[src/rtl/axi_log_drain.sv]
// axi_log_drain: drains N 96-bit logger BRAM entries as three 32-bit stream words each
// Ports: Clk_CI/Rst_RI clock and sync active-high reset; Start_SI/NumEntries_DI/Abort_SI command;
// Busy_SO/Done_SO status; BramEn_SO/BramAddr_SO/BramRd_DI read-only BRAM port (1-cycle latency);
// OutValid_SO/OutReady_SI/OutData_DO/OutLast_SO valid/ready word stream.
module axi_log_drain #(
  parameter  int NUM_LOG_ENTRIES = 16384,
  parameter  int ENTRY_DATA_BITW = 96,
  parameter  int ADDR_WORD_BITO  = 4,
  parameter  int BRAM_ADDR_BITW  = 32,
  localparam int CNT_BITW        = $clog2(NUM_LOG_ENTRIES) + 1
) (
  input  logic                       Clk_CI,
  input  logic                       Rst_RI,
  input  logic                       Start_SI,
  input  logic [CNT_BITW-1:0]        NumEntries_DI,
  input  logic                       Abort_SI,
  output logic                       Busy_SO,
  output logic                       Done_SO,
  output logic                       BramEn_SO,
  output logic [BRAM_ADDR_BITW-1:0]  BramAddr_SO,
  input  logic [ENTRY_DATA_BITW-1:0] BramRd_DI,
  output logic                       OutValid_SO,
  input  logic                       OutReady_SI,
  output logic [31:0]                OutData_DO,
  output logic                       OutLast_SO
);
  typedef enum logic [2:0] {S_IDLE, S_READ, S_WAIT, S_SEND, S_DONE} state_e;
  state_e                    state_q;
  logic [CNT_BITW-1:0]       n_q, idx_q, idx_d;
  logic [1:0]                sel_q;
  logic [63:0]               hi_q;
  logic                      busy_q, done_q, en_q, valid_q, last_q, xfer, last_entry;
  logic [BRAM_ADDR_BITW-1:0] addr_q;
  logic [31:0]               data_q;
  always_comb begin
    xfer       = valid_q && OutReady_SI;
    idx_d      = idx_q + CNT_BITW'(1);
    last_entry = idx_d == n_q;
  end
  // Word 0 is loaded straight from the BRAM read data; only the upper 64 bits need buffering.
  always_ff @(posedge Clk_CI) begin
    if (Rst_RI) begin
      state_q <= S_IDLE;
      n_q     <= '0;
      idx_q   <= '0;
      sel_q   <= '0;
      hi_q    <= '0;
      busy_q  <= 1'b0;
      done_q  <= 1'b0;
      en_q    <= 1'b0;
      addr_q  <= '0;
      valid_q <= 1'b0;
      data_q  <= '0;
      last_q  <= 1'b0;
    end else begin
      done_q <= 1'b0;
      en_q   <= 1'b0;
      if (Abort_SI && state_q != S_IDLE) begin
        state_q <= S_IDLE;
        busy_q  <= 1'b0;
        valid_q <= 1'b0;
        last_q  <= 1'b0;
      end else begin
        case (state_q)
          S_IDLE: if (Start_SI) begin
            n_q   <= NumEntries_DI;
            idx_q <= '0;
            sel_q <= '0;
            if (NumEntries_DI == '0) begin
              state_q <= S_DONE;
              done_q  <= 1'b1;
            end else begin
              state_q <= S_READ;
              busy_q  <= 1'b1;
              en_q    <= 1'b1;
              addr_q  <= '0;
            end
          end
          S_READ: state_q <= S_WAIT;
          S_WAIT: begin
            hi_q    <= BramRd_DI[95:32];
            data_q  <= BramRd_DI[31:0];
            last_q  <= 1'b0;
            valid_q <= 1'b1;
            state_q <= S_SEND;
          end
          S_SEND: if (xfer) begin
            if (sel_q == 2'd2) begin
              sel_q   <= '0;
              idx_q   <= idx_d;
              valid_q <= 1'b0;
              last_q  <= 1'b0;
              if (last_entry) begin
                state_q <= S_DONE;
                done_q  <= 1'b1;
                busy_q  <= 1'b0;
              end else begin
                state_q <= S_READ;
                en_q    <= 1'b1;
                addr_q  <= BRAM_ADDR_BITW'(idx_d) << ADDR_WORD_BITO;
              end
            end else begin
              sel_q  <= sel_q + 2'd1;
              data_q <= sel_q == 2'd0 ? hi_q[31:0] : hi_q[63:32];
              last_q <= sel_q == 2'd1 && last_entry;
            end
          end
          S_DONE: state_q <= S_IDLE;
          default: state_q <= S_IDLE;
        endcase
      end
    end
  end
  assign Busy_SO     = busy_q;
  assign Done_SO     = done_q;
  assign BramEn_SO   = en_q;
  assign BramAddr_SO = addr_q;
  assign OutValid_SO = valid_q;
  assign OutData_DO  = data_q;
  assign OutLast_SO  = last_q;
endmodule

[config.mk]
export PLATFORM = sky130hd
export DESIGN_NAME = axi_log_drain
export DESIGN_NICKNAME = d
export VERILOG_FILES = /design/src/rtl/axi_log_drain.sv
export SDC_FILE = /design/constraint.sdc
export NUM_CORES = 1
export LEC_CHECK = 0
export ABC_AREA = 0
export BUFFER_PORTS_ARGS = -buffer_cell sky130_fd_sc_hd__buf_4
export CAP_MARGIN = 5
export CELL_PAD_IN_SITES_DETAIL_PLACEMENT = 1
export CELL_PAD_IN_SITES_GLOBAL_PLACEMENT = 1
export CORE_MARGIN = 3
export CORE_UTILIZATION = 38
export CTS_CLUSTER_DIAMETER = 50
export CTS_CLUSTER_SIZE = 24
export DETAILED_ROUTE_END_ITERATION = 12
export PLACE_DENSITY_LB_ADDON = 0.1
export SYNTH_ARGS = -nofsm -noshare
export SYNTH_HDL_FRONTEND = slang
export SYNTH_SLANG_ARGS = --single-unit
[constraint.sdc]
create_clock -name Clk_CI -period 3.53 [get_ports Clk_CI]
set_input_delay 0.5295 -clock Clk_CI [delete_from_list [all_inputs] [get_ports Clk_CI]]
set_output_delay 0.5295 -clock Clk_CI [all_outputs]
set_load 0.03 [all_outputs]
==> flow_metrics.py <==
metrics = {
    "drt": {
        "ant_nets": 0,
        "drtIter0Drc": 291,
        "drc": 0,
        "drtPass1Iterations": 4,
        "vias_per_cell": 5.36,
        "totalWireLength_um": 24600,
        "wl_per_cell_um": 18.4,
        "vias": 7171,
    },
    "power_and_ir_drop": {
        "p_switching_mw": 1.18,
        "internal_power_mw": 2.91,
        "pwr-share-comb_pct": 12.4,
        "max-vdd-ir-drop_v": 0.000310,
        "power.leakage_nw": 3.50,
        "clkPwrFrac_pct": 43.5,
        "p_per_area_mw_per_mm2": 445,
        "switching_share_pct": 28.9,
        "seqPwrFrac_pct": 44.1,
    },
    "sta": {
        "final_hold_viol_count": 0,
        "fin_crit_ns": 3.17,
        "period_share_pct": 89.9,
        "setup-tns-final_ns": 0,
        "clock.fmax_mhz": 315,
        "hold_ws_ns": 0.339,
        "slew_viol_final": 0,
        "setup_violations": 0,
        "fin_skew_ns": 0.0107,
        "grt_setup_unrepaired": "no",
        "worstMarginPinSlew_ns": 0.770,
        "timing.slew.headroom_pct": 48.7,
    },
    "layout": {
        "multi_input_area_sq_mm": 0.00387,
        "num-fill-cells": 2347,
        "nets": 1207,
        "regArea_sq_mm": 0.00302,
        "n_antenna_cell": 0,
        "drive_gt1_share_pct": 23.0,
        "final_common_cell": "nand2_1",
        "layout_common_cells": "nand2_1 (224), buf_4 (189), dfxtp_1 (151)",
        "synthToLayoutAreaGrowth_pct": 26.2,
        "postLayoutCoreUtil_pct": 49.0,
    },
    "floorplan": {
        "dieWidth_um": 144,
        "core_sq_mm": 0.0188,
        "fp.dieH_um": 144,
        "die-area_sq_mm": 0.0209,
        "start_util_pct": 38.8,
        "rows": 50,
        "num_io_pins": 185,
    },
    "placement": {
        "gp_congestion": 0.876,
        "portBuffers": 167,
        "post-dp-hpwl_um": 17000,
    },
    "global_route": {
        "antenna_found_initial": 0,
        "grt_pass1_vias": 7116,
        "grt_pass1_wl_um": 38300,
        "grt_max_degree": 65,
        "grt_usage_pct": 23.3,
        "grt_overflow": 0,
    },
    "worst_hold_path": {
        "hold_path_class": "in2reg",
        "min_from": "BramRd_DI[72]",
    },
    "logic_synthesis": {
        "synth_edf_count": 0,
        "synth_top_flop_cell": "dfxtp_1",
        "async_reset_ff_share_pct": 0,
        "ys_ff_latch": 151,
        "ys_warn_count": 0,
        "yosysSeqAreaShare_pct": 41.5,
        "syn-instance-count": 958,
        "syn-cell-area_sq_mm": 0.00729,
        "yosys.cell_types.count": 60,
        "synth.avg_cell_area_sq_um": 7.61,
    },
    "clocking": {
        "clock_sinks": 151,
        "clk_pin_slew_worst_paths_ns": 0.07,
        "clkLatencyLatePin_ns": 0.43,
        "cts_resized": 0,
        "h-tree-depth": 4,
        "cts_buffer_depth": 2,
        "cts_buffers": 17,
        "cts_setup_buffers": 0,
        "holdBufCountCts": 0,
        "cts_tree": "done",
        "clockRootBuffer": "clkbuf_16",
    },
    "worst_setup_path": {
        "crit_required_ns": 3.89,
        "worstSetupStartpoint": "idx_q[0]",
        "crit_slowest_cell": "nor4_4",
        "cpPeakStageDelay_ns": 0.51,
        "endpoint_kind": "flop",
        "path_cells": "ha_1 -> nand4_4 -> nor4_4 -> xnor2_1 -> a21oi_1 -> o31a_2 -> and3_1 -> or3_1 -> buf_4 -> o2bb2ai_1",
        "cp_max_fo": 15,
        "worst_ep_arrival_time_ns": 3.53,
        "r2r-start": "idx_q[0]",
        "worstSetupPathType": "reg2reg",
        "startpoint_type": "flop",
    },
    "job": {
        "max_cap_viol_count": 0,
    },
    "status": {
        "status": "finished clean",
    },
}
==> cell families after synthesis <==
group | count (synthesis) | synth area share, %
AND/OR/NAND/NOR | 422 | 26.4
flip-flops | 151 | 41.5
adder cells (fa/ha/maj) | 1 | 0.172
AO/OA/AOI/OAI | 257 | 21.8
multiplexers | 3 | 0.429
XOR/XNOR | 26 | 3.12
buffers and inverters | 97 | 6.51
other | 1 | 0.0515
==> registers in the layout, indices dropped and copies added, names as in the netlist <==
signal,flops
sel_q,2
hi_q,64
OutData_DO,32
idx_q,15
state_q,3
Busy_SO,1
BramEn_SO,1
n_q,15
OutValid_SO,1
OutLast_SO,1
BramAddr_SO,15
Done_SO,1
==> cell type report <==
type                            instances  share of cell area [%]
Multi-Input combinational cell        726                    42.1
Sequential cell                       151                    32.9
Timing Repair Buffer                  189                    15.4
Clock buffer                           18                    4.78
Tap cell                              234                    3.18
Clock inverter                         14                    1.44
Inverter                                5                   0.204
==> cell usage after synthesis (all sizes together) (11+ instances only) <==
cell type | n | area share [%]
a21oi | 142 | 9.8
xor2 | 14 | 1.7
o21ai | 49 | 3.4
dfxtp | 151 | 41
xnor2 | 12 | 1.4
or3 | 11 | 0.94
nor4 | 13 | 1.4
nand3 | 16 | 1.3
clkbuf | 58 | 3.0
nor3 | 18 | 1.4
nand4 | 12 | 1.5
a311oi | 32 | 3.8
buf | 34 | 3.3
nor2 | 90 | 4.7
o2bb2ai | 15 | 2.7
nand2 | 228 | 12
==> per-stage QoR <==
| stage | power [mW] | worst slack, ns | std cells | area (sq um) |
|---|---|---|---|---|
| finish | 4.09 | 0.357 | 1337 | 9200 |
| global route | 4.27 | 0.142 | 1337 | 9200 |
| CTS | 4.15 | 0.367 | 1337 | 9200 |
| detailed placement | 2.35 | 0.374 | 1305 | 8620 |
| global placement | 2.35 | 0.512 | 1305 | 8620 |
| floorplan | 2.13 | 0.837 | 974 | 7350 |
==> worst paths after layout <==
kind / slack (ns) / depth (start not counted) / end
worst max-delay path: 0.36 / 10 / BramAddr_SO[5]
worst min register to register: 0.45 / 2 / hi_q[62]
worst max register to register: 0.36 / 10 / BramAddr_SO[5]
worst min-delay path: 0.34 / 3 / hi_q[40]
==> power groups by stage <==
stage / Combinational (mW) / Sequential [mW] / Clock (mW)
6_report: 0.509 / 1.80 / 1.78
5_1_grt: 0.560 / 1.81 / 1.90
4_1_cts: 0.513 / 1.80 / 1.83
3_5_place_dp: 0.511 / 1.84 / 0
3_3_place_gp: 0.508 / 1.84 / 0
2_1_floorplan: 0.278 / 1.86 / 0
==> worst max-delay path: cells and delay by family (launching register included) <==
kind	cells	cell delay, ns
buffers and inverters	1	0.23
AO/OA/AOI/OAI	3	0.40
AND/OR/NAND/NOR	4	1.32
flip-flops	1	0.50
XOR/XNOR	1	0.17
adder cells (fa/ha/maj)	1	0.45
==> routing by layer <==
metal	track usage (%)	wire length, um	vias to the layer above
li1	-	-	3539
met1	29.3	10800	3455
met2	39.4	12100	151
met3	5.99	1310	26
met4	6.97	402	0
met5	0	0	-
No activity file was read; power rests on OpenSTA's default activity.
